<file path="src/rtl/game_pkg.sv">
// game_pkg: types and constants shared by the cheese controller, the
// game-over check and the draw stage.
package game_pkg;

    typedef enum logic [1:0] {
        SPAWN,
        VISIBLE,
        HIDDEN,
        DONE
    } cheese_state_t;

    localparam int CHEESE_W      = 16;
    localparam int CHEESE_H      = 16;
    localparam int CHEESE_TARGET = 20;

    // Strict axis-aligned box intersection; boxes that only share an edge
    // do not intersect. 13-bit operands keep position+size from wrapping.
    function automatic logic rect_overlap(
        input logic [12:0] ax, input logic [12:0] ay,
        input logic [12:0] aw, input logic [12:0] ah,
        input logic [12:0] bx, input logic [12:0] by,
        input logic [12:0] bw, input logic [12:0] bh
    );
        return (ax < bx + bw) && (bx < ax + aw) &&
               (ay < by + bh) && (by < ay + ah);
    endfunction

endpackage

</file>
<file path="src/rtl/pos_if.sv">
// pos_if: a 12-bit unsigned screen position (top-left corner).
interface pos_if;
    logic [11:0] x;
    logic [11:0] y;

    modport in  (input  x, input  y);
    modport out (output x, output y);
endinterface

</file>
<file path="src/rtl/lfsr16.sv">
// lfsr16: 16-bit right-shifting Galois LFSR with a loadable seed.
module lfsr16 #(
    parameter logic [15:0] SEED = 16'hACE1,
    parameter logic [15:0] MASK = 16'hB400
) (
    input  logic        clk,
    input  logic        rst,
    input  logic        en,
    output logic [15:0] state
);

    // Shift right; when the bit falling off is 1, fold the tap mask back in.
    always_ff @(posedge clk) begin
        if (rst)
            state <= SEED;
        else if (en)
            state <= {1'b0, state[15:1]} ^ (state[0] ? MASK : 16'h0000);
    end

endmodule

</file>
<file path="src/rtl/cheese_ctrl.sv">
// cheese_ctrl: owns the single cheese -- rejection-sampled spawn inside the
// playfield away from Jerry, collection on overlap, counting up to TARGET,
// then respawn. Optional macro CHEESE_RESPAWN_DELAY_EN inserts a delay of
// RESPAWN_FRAMES frame ticks before each respawn; without it the cheese is
// hidden for a single cycle.
//
//   state   | meaning
//   --------+------------------------------------------------------------
//   SPAWN   | drawing LFSR candidates until one fits and misses Jerry
//   VISIBLE | cheese on screen, waiting for Jerry to touch it
//   HIDDEN  | just collected, waiting to respawn
//   DONE    | TARGET collected, frozen until reset
module cheese_ctrl #(
    parameter int          CHEESE_W       = game_pkg::CHEESE_W,
    parameter int          CHEESE_H       = game_pkg::CHEESE_H,
    parameter int          JERRY_W        = 32,
    parameter int          JERRY_H        = 32,
    parameter int          X_MIN          = 0,
    parameter int          X_MAX          = 1023,
    parameter int          Y_MIN          = 0,
    parameter int          Y_MAX          = 767,
    parameter int          TARGET         = game_pkg::CHEESE_TARGET,
    parameter int          RESPAWN_FRAMES = 30,
    parameter logic [15:0] LFSR_SEED      = 16'hACE1
) (
    input  logic        clk,
    input  logic        rst,
    input  logic        frame_tick,
    input  logic        game_run,
    pos_if.in           jerrypos,
    output logic [7:0]  cheese_ctr,
    output logic [11:0] cheese_x,
    output logic [11:0] cheese_y,
    output logic        cheese_visible,
    output logic        collect_pulse
);
    import game_pkg::*;

    if (TARGET < 1 || TARGET > 255 || RESPAWN_FRAMES < 1 || RESPAWN_FRAMES > 255) begin : g_bad_params
        $error("cheese_ctrl: TARGET and RESPAWN_FRAMES must lie in 1..255");
    end

    localparam logic [12:0] X_LO = 13'(X_MIN);
    localparam logic [12:0] X_HI = 13'(X_MAX - CHEESE_W);
    localparam logic [12:0] Y_LO = 13'(Y_MIN);
    localparam logic [12:0] Y_HI = 13'(Y_MAX - CHEESE_H);
    localparam logic [12:0] CW   = 13'(CHEESE_W);
    localparam logic [12:0] CH   = 13'(CHEESE_H);
    localparam logic [12:0] JW   = 13'(JERRY_W);
    localparam logic [12:0] JH   = 13'(JERRY_H);
    localparam logic [7:0]  TGT  = 8'(TARGET);

    cheese_state_t state, state_nxt;
    logic [15:0]   lfsr;
    logic [12:0]   cand_x, cand_y, jx, jy, cur_x, cur_y;
    logic [13:0]   dx_lo, dy_lo;
    logic          cand_ok, cand_hit, cur_hit;
    logic [11:0]   x_nxt, y_nxt;
    logic [7:0]    ctr_nxt, ctr_inc;
    logic          pulse_nxt;

    // Free-running: the random stream must not stall while the game is paused.
    lfsr16 #(
        .SEED (LFSR_SEED),
        .MASK (16'hB400)
    ) u_lfsr (
        .clk   (clk),
        .rst   (rst),
        .en    (1'b1),
        .state (lfsr)
    );

    assign cand_x  = {2'b00, lfsr[10:0]};
    assign cand_y  = {3'b000, lfsr[15:6]};
    assign jx      = {1'b0, jerrypos.x};
    assign jy      = {1'b0, jerrypos.y};
    assign cur_x   = {1'b0, cheese_x};
    assign cur_y   = {1'b0, cheese_y};
    assign ctr_inc = cheese_ctr + 8'd1;

    // Lower bounds via a borrow bit so a zero bound does not become a
    // constant-true comparison.
    assign dx_lo    = {1'b0, cand_x} - {1'b0, X_LO};
    assign dy_lo    = {1'b0, cand_y} - {1'b0, Y_LO};
    assign cand_hit = rect_overlap(jx, jy, JW, JH, cand_x, cand_y, CW, CH);
    assign cur_hit  = rect_overlap(jx, jy, JW, JH, cur_x, cur_y, CW, CH);
    assign cand_ok  = !dx_lo[13] && (cand_x <= X_HI) &&
                      !dy_lo[13] && (cand_y <= Y_HI) && !cand_hit;

`ifdef CHEESE_RESPAWN_DELAY_EN
    logic [7:0] dly, dly_nxt;
`endif

    // Next-state and next-output logic; everything holds while game_run is low.
    always_comb begin
        state_nxt = state;
        x_nxt     = cheese_x;
        y_nxt     = cheese_y;
        ctr_nxt   = cheese_ctr;
        pulse_nxt = 1'b0;
`ifdef CHEESE_RESPAWN_DELAY_EN
        dly_nxt   = dly;
`endif
        if (game_run) begin
            case (state)
                SPAWN: begin
                    if (cand_ok) begin
                        x_nxt     = cand_x[11:0];
                        y_nxt     = cand_y[11:0];
                        state_nxt = VISIBLE;
                    end
                end
                VISIBLE: begin
                    if (cur_hit) begin
                        ctr_nxt   = ctr_inc;
                        pulse_nxt = 1'b1;
                        state_nxt = (ctr_inc == TGT) ? DONE : HIDDEN;
`ifdef CHEESE_RESPAWN_DELAY_EN
                        dly_nxt   = 8'(RESPAWN_FRAMES);
`endif
                    end
                end
                HIDDEN: begin
`ifdef CHEESE_RESPAWN_DELAY_EN
                    if (dly == 8'd0)
                        state_nxt = SPAWN;
                    else if (frame_tick)
                        dly_nxt = dly - 8'd1;
`else
                    state_nxt = SPAWN;
`endif
                end
                default: ;
            endcase
        end
    end

    // State and registered outputs; reset wins over any same-cycle collection.
    always_ff @(posedge clk) begin
        if (rst) begin
            state          <= SPAWN;
            cheese_ctr     <= 8'd0;
            cheese_x       <= 12'(X_MIN);
            cheese_y       <= 12'(Y_MIN);
            cheese_visible <= 1'b0;
            collect_pulse  <= 1'b0;
        end else begin
            state          <= state_nxt;
            cheese_ctr     <= ctr_nxt;
            cheese_x       <= x_nxt;
            cheese_y       <= y_nxt;
            cheese_visible <= (state_nxt == VISIBLE);
            collect_pulse  <= pulse_nxt;
        end
    end

`ifdef CHEESE_RESPAWN_DELAY_EN
    // Respawn delay counter, loaded when a collection sends us to HIDDEN.
    always_ff @(posedge clk) begin
        if (rst)
            dly <= 8'd0;
        else
            dly <= dly_nxt;
    end
`endif

endmodule

</file>
<file path="src/flat_wrapper.sv">
// flat-port wrapper written by rule: the top's interface ports become plain ports
module cheese_ctrl_flat import game_pkg::*;
#(
    parameter int          CHEESE_W       = game_pkg::CHEESE_W,
    parameter int          CHEESE_H       = game_pkg::CHEESE_H,
    parameter int          JERRY_W        = 32,
    parameter int          JERRY_H        = 32,
    parameter int          X_MIN          = 0,
    parameter int          X_MAX          = 1023,
    parameter int          Y_MIN          = 0,
    parameter int          Y_MAX          = 767,
    parameter int          TARGET         = game_pkg::CHEESE_TARGET,
    parameter int          RESPAWN_FRAMES = 30,
    parameter logic [15:0] LFSR_SEED      = 16'hACE1
)
  (clk, rst, frame_tick, game_run, cheese_ctr, cheese_x, cheese_y, cheese_visible, collect_pulse, jerrypos_x, jerrypos_y);
  pos_if jerrypos_i ();
  input  logic clk;
  input  logic rst;
  input  logic frame_tick;
  input  logic game_run;
  output logic [7:0] cheese_ctr;
  output logic [11:0] cheese_x;
  output logic [11:0] cheese_y;
  output logic cheese_visible;
  output logic collect_pulse;
  input wire logic [$bits(jerrypos_i.x)-1:0] jerrypos_x;
  input wire logic [$bits(jerrypos_i.y)-1:0] jerrypos_y;
  assign jerrypos_i.x = jerrypos_x;
  assign jerrypos_i.y = jerrypos_y;
  cheese_ctrl #(.CHEESE_W(CHEESE_W), .CHEESE_H(CHEESE_H), .JERRY_W(JERRY_W), .JERRY_H(JERRY_H), .X_MIN(X_MIN), .X_MAX(X_MAX), .Y_MIN(Y_MIN), .Y_MAX(Y_MAX), .TARGET(TARGET), .RESPAWN_FRAMES(RESPAWN_FRAMES), .LFSR_SEED(LFSR_SEED)) u_core (.clk(clk), .rst(rst), .frame_tick(frame_tick), .game_run(game_run), .jerrypos(jerrypos_i), .cheese_ctr(cheese_ctr), .cheese_x(cheese_x), .cheese_y(cheese_y), .cheese_visible(cheese_visible), .collect_pulse(collect_pulse));
endmodule
</file>
<file path="config.mk">
export PLATFORM = sky130hd
export DESIGN_NAME = cheese_ctrl_flat
export DESIGN_NICKNAME = d
export VERILOG_FILES = /design/src/rtl/game_pkg.sv /design/src/rtl/pos_if.sv /design/src/rtl/lfsr16.sv /design/src/rtl/cheese_ctrl.sv /design/src/flat_wrapper.sv
export SDC_FILE = /design/constraint.sdc
export NUM_CORES = 1
export LEC_CHECK = 0
export ABC_AREA = 1
export BUFFER_PORTS_ARGS = -buffer_cell sky130_fd_sc_hd__buf_4
export CORE_ASPECT_RATIO = 1.75
export CORE_MARGIN = 4
export CORE_UTILIZATION = 54
export CTS_CLUSTER_SIZE = 25
export DETAILED_ROUTE_END_ITERATION = 12
export PLACE_DENSITY = 0.83
export SETUP_SLACK_MARGIN = 0.5
export SYNTH_ARGS = -nofsm -noshare
export SYNTH_HDL_FRONTEND = slang
export SYNTH_HIERARCHICAL = 1
export SYNTH_SLANG_ARGS = --single-unit
</file>
<file path="constraint.sdc">
create_clock -name clk -period 2.5 [get_ports clk]
set_input_delay 0.125 -clock clk [delete_from_list [all_inputs] [get_ports clk]]
set_output_delay 0.125 -clock clk [all_outputs]
set_load 0.05 [all_outputs]
</file>
---- Word-level counts from Yosys, hierarchy flattened ----
Cells that the tools add are included.
storage, ports and cells
  bits in writable memories ............... 0
  output and inout port bits .............. 34
  memories kept ........................... 0
  flip-flop bits (word level) ............. 49
  word-level logic and storage cells ...... 51
  ROM bits ................................ 0
  latch bits .............................. 0
  bits of input ports ..................... 28
operators by class
  $lt $le $gt $ge ......................... 10
  $mul .................................... 0
  shifts and indexed selects .............. 0
  mux-type cells .......................... 7
  equal/unequal tests ..................... 4
  bitwise logic cells ..................... 3
  div/mod/pow operators ................... 0
  add/subtract/negate cells ............... 7
  reduce and logical (&&, ||, !) cells .... 13
operators with widths
  kind                                                                      number
  12-bit by 13-bit < comparator with 1-bit output                           4
  12-bit by 6-bit adder with 13-bit output (second input constant)          2
  10-bit by 13-bit < comparator with 1-bit output                           2
  11-bit by 13-bit < comparator with 1-bit output                           2
  11-bit by 5-bit adder with 12-bit output (second input constant)          2
  10-bit by 5-bit adder with 11-bit output (second input constant)          2
  16-bit two-way mux                                                        1
  15-bit by 16-bit bitwise XOR with 16-bit output                           1
  11-bit by 10-bit <= comparator with 1-bit output (second input constant)  1
  10-bit <= comparator (second input constant)                              1
  8-bit by 1-bit adder with 8-bit output (second input constant)            1
  8-bit by 5-bit equality test with 1-bit output (second input constant)    1
  1-bit logical AND                                                         8
  2-bit two-way mux                                                         3
  2-bit one-hot mux with 3 select lines                                     1
  3-bit AND reduction                                                       2
  2-bit by 1-bit equality test with 1-bit output (second input constant)    2
  3-bit OR reduction                                                        1
  2-bit equality test (second input constant)                               1
  2-bit logical NOT                                                         1
  1-bit two-way mux                                                         2
  1-bit NOT                                                                 2
  1-bit logical NOT                                                         1

---- Logic depth before layout (Yosys ltp) ----
Gate-level depths: netlist (run 1).
  depth after elaboration ................. 11
  gate-level depth with buffers ........... 19
  gate-level depth less buffers ........... 18

---- By module ----
The synthesis (run 1) kept the hierarchy.
modules (own cells, without submodules)
  module       instances  area an instance (µm²)  cells each  seq. area each (µm²)
  cheese_ctrl  1          4215.3                  627         560.5
  lfsr16       1          641.9                   80          320.3

---- Worst setup path after synthesis (run 1) ----
OpenSTA, ideal clock, no wires.
  path kind ............................... reg2reg
  start ................................... register u_core.cheese_x[4]
  end ..................................... register u_core.cheese_ctr[0]
  required time ........................... 2.385 ns
  setup time .............................. 0.115 ns
  data arrival time ....................... 2.735 ns
  stages on the path, launching flop included .. 17
  path slack .............................. -0.350 ns
  path buffers ............................ 0
  clock period less this slack ............ 2.850 ns
  cell sequence ........................... dfxtp_1 -> ha_1 -> nand3_1 -> nor3_1 -> xor2_1 -> ha_1 -> nand2_1 -> o21bai_1 -> nand2_1 -> nor2_1 -> nand2_1 -> nor2_2 -> nand3_2 -> nor2_4 -> nand3_1 -> nand2_1 -> nor2_1
on the way
  word-level cells in the longest chain between the ends .. 6
  elaborated cells between the ends (all ways) .. 7
  classes of those cells .................. 1 x add/sub; 2 x order compare; 4 x reduce/logical
RTL lines
  element                                          RTL line            RTL
  start: declaration                               cheese_ctrl.sv:32   output logic [11:0] cheese_x,
  start signal: assignment                         cheese_ctrl.sv:143  cheese_x <= 12'(X_MIN);
  start signal: assignment                         cheese_ctrl.sv:150  cheese_x <= x_nxt;
  11-bit by 5-bit adder with 12-bit output         game_pkg.sv:24      return (ax < bx + bw) && (bx < ax + aw) &&
  12-bit by 13-bit < comparator with 1-bit output  game_pkg.sv:24
  1-bit logical AND * (2 in series)                game_pkg.sv:24
  1-bit logical AND *                              game_pkg.sv:25      (ay < by + bh) && (by < ay + ah);
  3-bit AND reduction (no source line) *           --
  end signal: assignment                           cheese_ctrl.sv:149  cheese_ctr <= ctr_nxt;
  end: declaration                                 cheese_ctrl.sv:31   output logic [7:0] cheese_ctr,
Mark *: on every way between the ends. The rest lies on a longest branch, timed or not.
A chain may end at the register's enable or synchronous reset.

---- Worst setup path after layout (run 1) ----
  start ................................... register u_core.cheese_x[5]
  end ..................................... register u_core.cheese_ctr[0]
Same word-level chain as after synthesis.

==> qor.yml, run 1 <==
synth_mux_area_share_pct: 0
finalCritPeriodShare_pct: 102
drtIter0Drc: 222
ant_nets: 0
io_pins: 62
synth_area_leaders: "ha_1 23%, dfxtp_1 18%, nand2_1 14%"
syn2layout_area_growth_pct: 23.9
clock_latency_ps: 290
synth_ff_type: "dfxtp_1"
antennaDiodeCount: 0
ys_seq_elements: 44
cts_root_buf: "clkbuf_16"
holdCritStartpoint: "rst"
status: "finished, violations left"
placed_cell_area_um2: 5580
worstMarginPinSlew_ps: 856
critical_path_arrival_ps: 2740
gp_congestion: 0.971
synth-xor-area-share_pct: 4.15
firstDrtPassIters: 4
ir_worst_vdd_uv: 287
critPathCaptureType: "register"
yosysWarnings: 6
final_common_cell: "nand2_1"
failed_checks: "negative setup slack"
synth-simple-area-share_pct: 36.6
grt_use_total_pct: 27.5
fmax_ghz: 0.391
die_area_um2: 10600
reg2reg_depth: 18
coreArea_um2: 8730
slowest_delay_ps: 380
grt_antenna_before_repair: 0
finalSetupViolations: 9
portBuffers: 57
worst_slack_ps: -55.2
power_mw: 2.41
drc_errors: 0
timing.final.hold_violations: 0
layout.cells.non_filler: 911
avgSynthCellArea_um2: 6.87
fin_util_pct: 69.0
final_cell_mix: "173 x nand2_1, 89 x buf_4, 87 x ha_1"
die_h_um: 133
min_period_ps: 2560
drive_gt1_share_pct: 26.2
r2r_start: "u_core/cheese_x[5]"
cts_buffer_depth: 2
netlist_area_um2: 4860
skew_ps: 9.78
synth-edff-count: 0
dp.cells: 889
worstReg2RegEnd: "u_core/cheese_ctr[0]"
p_leak_nw: 3.02
overflow: 0
ys_types: 42
routed_via_density: 5.44
synth_compound_gate_area_share_pct: 7.34
synth_adder_area_share_pct: 23.2
htreeDepth: 2
worstSetupStartpointType: "register"
slew_headroom_pct: 42.9
syn_inst: 707
slew_violations: 0
yosysSeqAreaShare_pct: 18.1
start_util_pct: 55.7
clock_sinks: 44
path_clk_slew_ps: 70
rows: 45
drt-total-wl_mm: 14.0
path_cells: "ha_4 -> nand3_4 -> buf_4 -> xor2_1 -> ha_1 -> nand2_1 -> nor2_1 -> nand2_1 -> nand2_1 -> nor2_1 -> nand2_1 -> nor2_4 -> nand3_4 -> buf_12 -> nor2_4 -> nand3_1 -> nand2_1 -> nor2_1"
die_w_um: 79.7
grt_pass1_wl_mm: 23.2
wl_per_cell_um: 15.4
hold_path.class: "in -> reg"
synth_top_area_share_pct: 23.2
stdcell_area_um2: 6020
synth_top_family_by_area: "simple AND/OR/NAND/NOR gates"
rrSetupSlack_ps: -60
power_density_nw_per_um2: 400
hold_path_end: "u_core/cheese_y[4]"
vias: 4958
cp_slowest_cell: "dfxtp_4"
min_path_cells: 2
maxCapViolations: 0
synth_area_leader_cell: "ha_1"
crit_type: "reg -> reg"
layout.nets: 911
cts_tree: "built"
grt_pass1_vias: 5024
hpwlAfterDp_mm: 10.6
cp_common_cell: "nand2_1"
rsz0062_at_grt: "true"
grt_start_max_net_pins: 25
cp.required_ps: 2690
cp_max_fo: 5
holdWs_ps: 110
synthArstFlopShare_pct: 0
cts_made_buffers: 5
==> cell usage after synthesis (all sizes together) (5+ instances only) <==
library cell	count
ha	90
nand2	184
nor2	103
o21bai	5
nand4	9
xor2	16
buf	16
nor3	13
o21ai	20
nand3b	8
inv	90
a21oi	31
dfxtp	44
xnor2	7
nand3	59
==> report_power, final <==
part / switching (mW) / leakage [nW] / internal [mW] / total (mW)
Sequential: 0.0611 / 0.367 / 0.738 / 0.799
Clock: 0.306 / 0.0777 / 0.400 / 0.705
Combinational: 0.557 / 2.57 / 0.348 / 0.905
==> cell families (layout without fill, tap and decap cells) <==
logic type                 count (synthesis)  after routing
AOI/OAI and AO/OA                         61             61
buffers and inverters                    107            191
adders and majority gates                 90             90
and+or+nand+nor                          380            381
xor gates and xnor gates                  23             23
other                                      2              4
DFF                                       44             44
==> per-stage QoR <==
stage	TNS (ps)	worst slack (ps)
final	-281	-55.2
after global placement	-48.6	-11.4
after floorplan	0	115
after detailed placement	-811	-103
after global routing	-3970	-224
after CTS	-191	-33.9
==> per-layer routing <==
layer  global-route usage (%)  wire length [µm]  part of all wire (%)  vias to the layer above
met5                        0                 0                     0                        -
met2                     50.3              7530                    54                      195
met3                     3.11               684                   4.9                       69
met1                     27.1              4850                    35                     2252
li1                         -                 -                     -                     2442
met4                     21.1               983                   7.0                        0
==> critical path, delay by kind of cell, from the launching register on <==
kind,cells,cell delay [ps]
adders and majority gates,2,430
buffers and inverters,2,300
xor gates and xnor gates,1,200
and+or+nand+nor,13,1130
DFF,1,380
==> registers in the layout (all words and copies together) (netlist names) <==
| register | cells |
|---|---|
| u_core/cheese_visible | 1 |
| u_core/cheese_x | 6 |
| u_core/cheese_y | 10 |
| u_core/cheese_ctr | 8 |
| u_core/state | 2 |
| u_core/collect_pulse | 1 |
| u_core/u_lfsr/state | 16 |
==> how the worst max path moves through the flow <==
stage	end	cells past startpoint	slack (ps)	from
floorplan	u_core/cheese_ctr[0]	17	120	u_core/cheese_x[4]
global placement	u_core/cheese_ctr[4]	16	-10	u_core/cheese_x[5]
detailed placement	u_core/cheese_ctr[3]	16	-100	u_core/cheese_x[5]
CTS	u_core/cheese_ctr[3]	17	-30	u_core/cheese_x[4]
global route	u_core/cheese_ctr[2]	17	-220	u_core/cheese_y[6]
finish	u_core/cheese_ctr[0]	18	-60	u_core/cheese_x[5]
==> what timing repair did <==
item                       CTS  global route
setup buffers               11             1
pin swaps                   12             6
hold buffers                 0             0
setup endpoints to repair   28            28
gates resized for setup     29            13
cloned                       2             0
==> cell type report <==
cell class | count | area [µm²]
fill | 676 | 2710
clock inverter | 2 | 12.5
inverter | 90 | 355
timing repair inverter | 1 | 20.0
clock buffer | 6 | 139
sequential | 44 | 930
timing repair buffer | 92 | 719
tap | 117 | 146
multi-input combinational | 559 | 3700
Note: power is estimated with default switching activity, not from simulation.
==> run 2: changes to the inputs <==
--- a/config.mk
+++ b/config.mk
@@ -6,14 +6,15 @@
 export NUM_CORES = 1
 export LEC_CHECK = 0
 export ABC_AREA = 1
+export ABC_CLOCK_PERIOD_IN_PS = 2500
 export BUFFER_PORTS_ARGS = -buffer_cell sky130_fd_sc_hd__buf_4
 export CORE_ASPECT_RATIO = 1.75
 export CORE_MARGIN = 4
 export CORE_UTILIZATION = 54
+export CTS_CLUSTER_DIAMETER = 40
 export CTS_CLUSTER_SIZE = 25
 export DETAILED_ROUTE_END_ITERATION = 12
 export PLACE_DENSITY = 0.83
-export SETUP_SLACK_MARGIN = 0.5
 export SYNTH_ARGS = -nofsm -noshare
 export SYNTH_HDL_FRONTEND = slang
 export SYNTH_HIERARCHICAL = 1
==> run 2 against run 1 <==
  * The flow still finishes with violations (negative setup slack)
  * Via count increased by 7.1%
  * First-iteration DRC count is 70% higher
  * Clock-buffer cell count shrank 1
  * Clock skew is 3.5 ps lower
  * Setup slack improved by 39 ps
  * Fmax up 1.6%
  * Final cell count increased by 2.1%
  * Largest power group unchanged
  * Global-route usage fell by 0.47 points
  * Sequential cell count is the same
  * Combinational power grew 8.7%
  * Critical path depth fell by 1
==> qor.yml, run 2 (synthesis results as in run 1) <==
regMostFlops: "u_core/u_lfsr/state"
ir_worst_vdd_uv: 317
finalSetupViolations: 3
coreArea_um2: 8730
failed_checks: "negative setup slack"
path_clk_slew_ps: 60
grt_pass1_wl_mm: 23.2
stdcell_area_um2: 6220
worst_slack_ps: -16.1
setup_tns_ps: -28.9
dp_slack_ps: -103
die_area_um2: 10600
worstSetupStartpointType: "register"
clock_latency_ps: 300
slew_violations: 0
grt_antenna_before_repair: 0
crit_type: "reg -> reg"
cts_tree: "built"
gp_congestion: 0.968
start_util_pct: 55.7
layout.nets: 931
min_period_ps: 2520
cp.required_ps: 2690
hold_path.class: "in -> reg"
hpwlAfterDp_mm: 11.0
holdWs_ps: 109
drtIter0Drc: 378
cts-hold-fix-buffers: 0
wl_per_cell_um: 16.5
grt_pass1_vias: 5207
cp_max_fo: 5
fin_util_pct: 71.3
path_buf_inv: 1
cts_buffer_depth: 2
fmax_ghz: 0.397
final_common_cell: "nand2_1"
nFillCells: 637
path_cells: "nand3_4 -> nor2_4 -> buf_4 -> nand4_1 -> ha_1 -> nand2_2 -> nand3_1 -> nor2_1 -> nand2_1 -> nor2_1 -> nand2_1 -> nor2_4 -> nand3_4 -> nor2_4 -> nand3_1 -> nand2_1 -> nor2_1"
cts_root_buf: "clkbuf_16"
die_w_um: 79.7
overflow: 0
grt_use_total_pct: 27.0
rsz0062_at_grt: "true"
die_h_um: 133
power_mw: 2.44
htreeDepth: 2
critPathCaptureType: "register"
routed_via_density: 5.71
slew_headroom_pct: 41.7
antennaDiodeCount: 0
drive_gt1_share_pct: 29.2
layout.cells.non_filler: 930
timing.final.hold_violations: 0
final_cell_mix: "168 x nand2_1, 107 x buf_4, 86 x ha_1"
critPathTopFamily: "simple AND/OR/NAND/NOR gates"
skew_ps: 6.25
drt-total-wl_mm: 15.3
drc_errors: 0
finalCritPeriodShare_pct: 101
status: "finished, violations left"
vias: 5311
p_leak_nw: 3.11
ant_nets: 0
clock_sinks: 44
cts_made_buffers: 5
io_pins: 62
grt_start_max_net_pins: 25
critical_path_arrival_ps: 2700
rows: 45
placed_cell_area_um2: 5650
dp.cells: 909
largest_reg_flops: 16
slowest_delay_ps: 390
syn2layout_area_growth_pct: 28.1
portBuffers: 57
worstMarginPinSlew_ps: 873
maxCapViolations: 0
firstDrtPassIters: 5
top_regs: "u_core/u_lfsr/state: 16 flops, u_core/cheese_y: 10 flops, u_core/cheese_ctr: 8 flops"
power_density_nw_per_um2: 392
cp_slowest_cell: "dfxtp_4"
-- run 2: cell types whose count changed in the layout (fill, tap and decap cells not counted), sizes merged --
cell and delta:
buf +20, inv -3, clkinvlp +1, clkinv +1
-- run 2: what timing repair did --
action	CTS	global route
gates cloned	1	1
pin swaps	14	48
gates resized for setup	16	63
endpoints found under the setup margin	27	28
buffers inserted	3	9
-- run 2: area by class of cell --
type | count | area (µm²) | share of cell area (%)
clock buffers | 5 | 125 | 2.01
inverters | 90 | 353 | 5.67
flip-flops and latches | 44 | 927 | 14.9
clock inverters | 2 | 12.5 | 0.201
well taps | 117 | 146 | 2.35
multi-input cells | 559 | 3760 | 60.4
repair buffers | 113 | 902 | 14.5
-- run 2: worst paths after layout --
check	startpoint	to	slack, ps	depth (start not counted)
hold reg to reg	u_core/cheese_ctr[7]	u_core/cheese_ctr[7]	520	2
hold / removal	game_run	u_core/cheese_visible	110	4
setup / recovery	u_core/cheese_y[0]	u_core/cheese_ctr[3]	-20	17
setup reg to reg	u_core/cheese_y[0]	u_core/cheese_ctr[3]	-20	17
-- run 2: routing by layer --
layer | vias up | global-route usage [%] | part of all wire, %
li1 | 2479 | - | -
met1 | 2437 | 25.4 | 33
met2 | 278 | 49.3 | 51
met3 | 117 | 3.52 | 6.3
met4 | 0 | 23.4 | 9.7
met5 | - | 0 | 0
-- run 2: where the power goes --
group / internal (mW) / switching [mW]
sequential: 0.738 / 0.0550
clock: 0.364 / 0.299
combinational: 0.388 / 0.596
total: 1.49 / 0.950
-- run 2: worst reg2reg max path, cell delays in order (launching register included) --
cell,delay [ps]
dfxtp_4,390
nand3_4,100
nor2_4,120
buf_4,120
nand4_1,100
ha_1,360
nand2_2,90
nand3_1,70
nor2_1,100
nand2_1,50
nor2_1,90
nand2_1,100
nor2_4,140
nand3_4,140
nor2_4,190
nand3_1,100
nand2_1,80
nor2_1,60
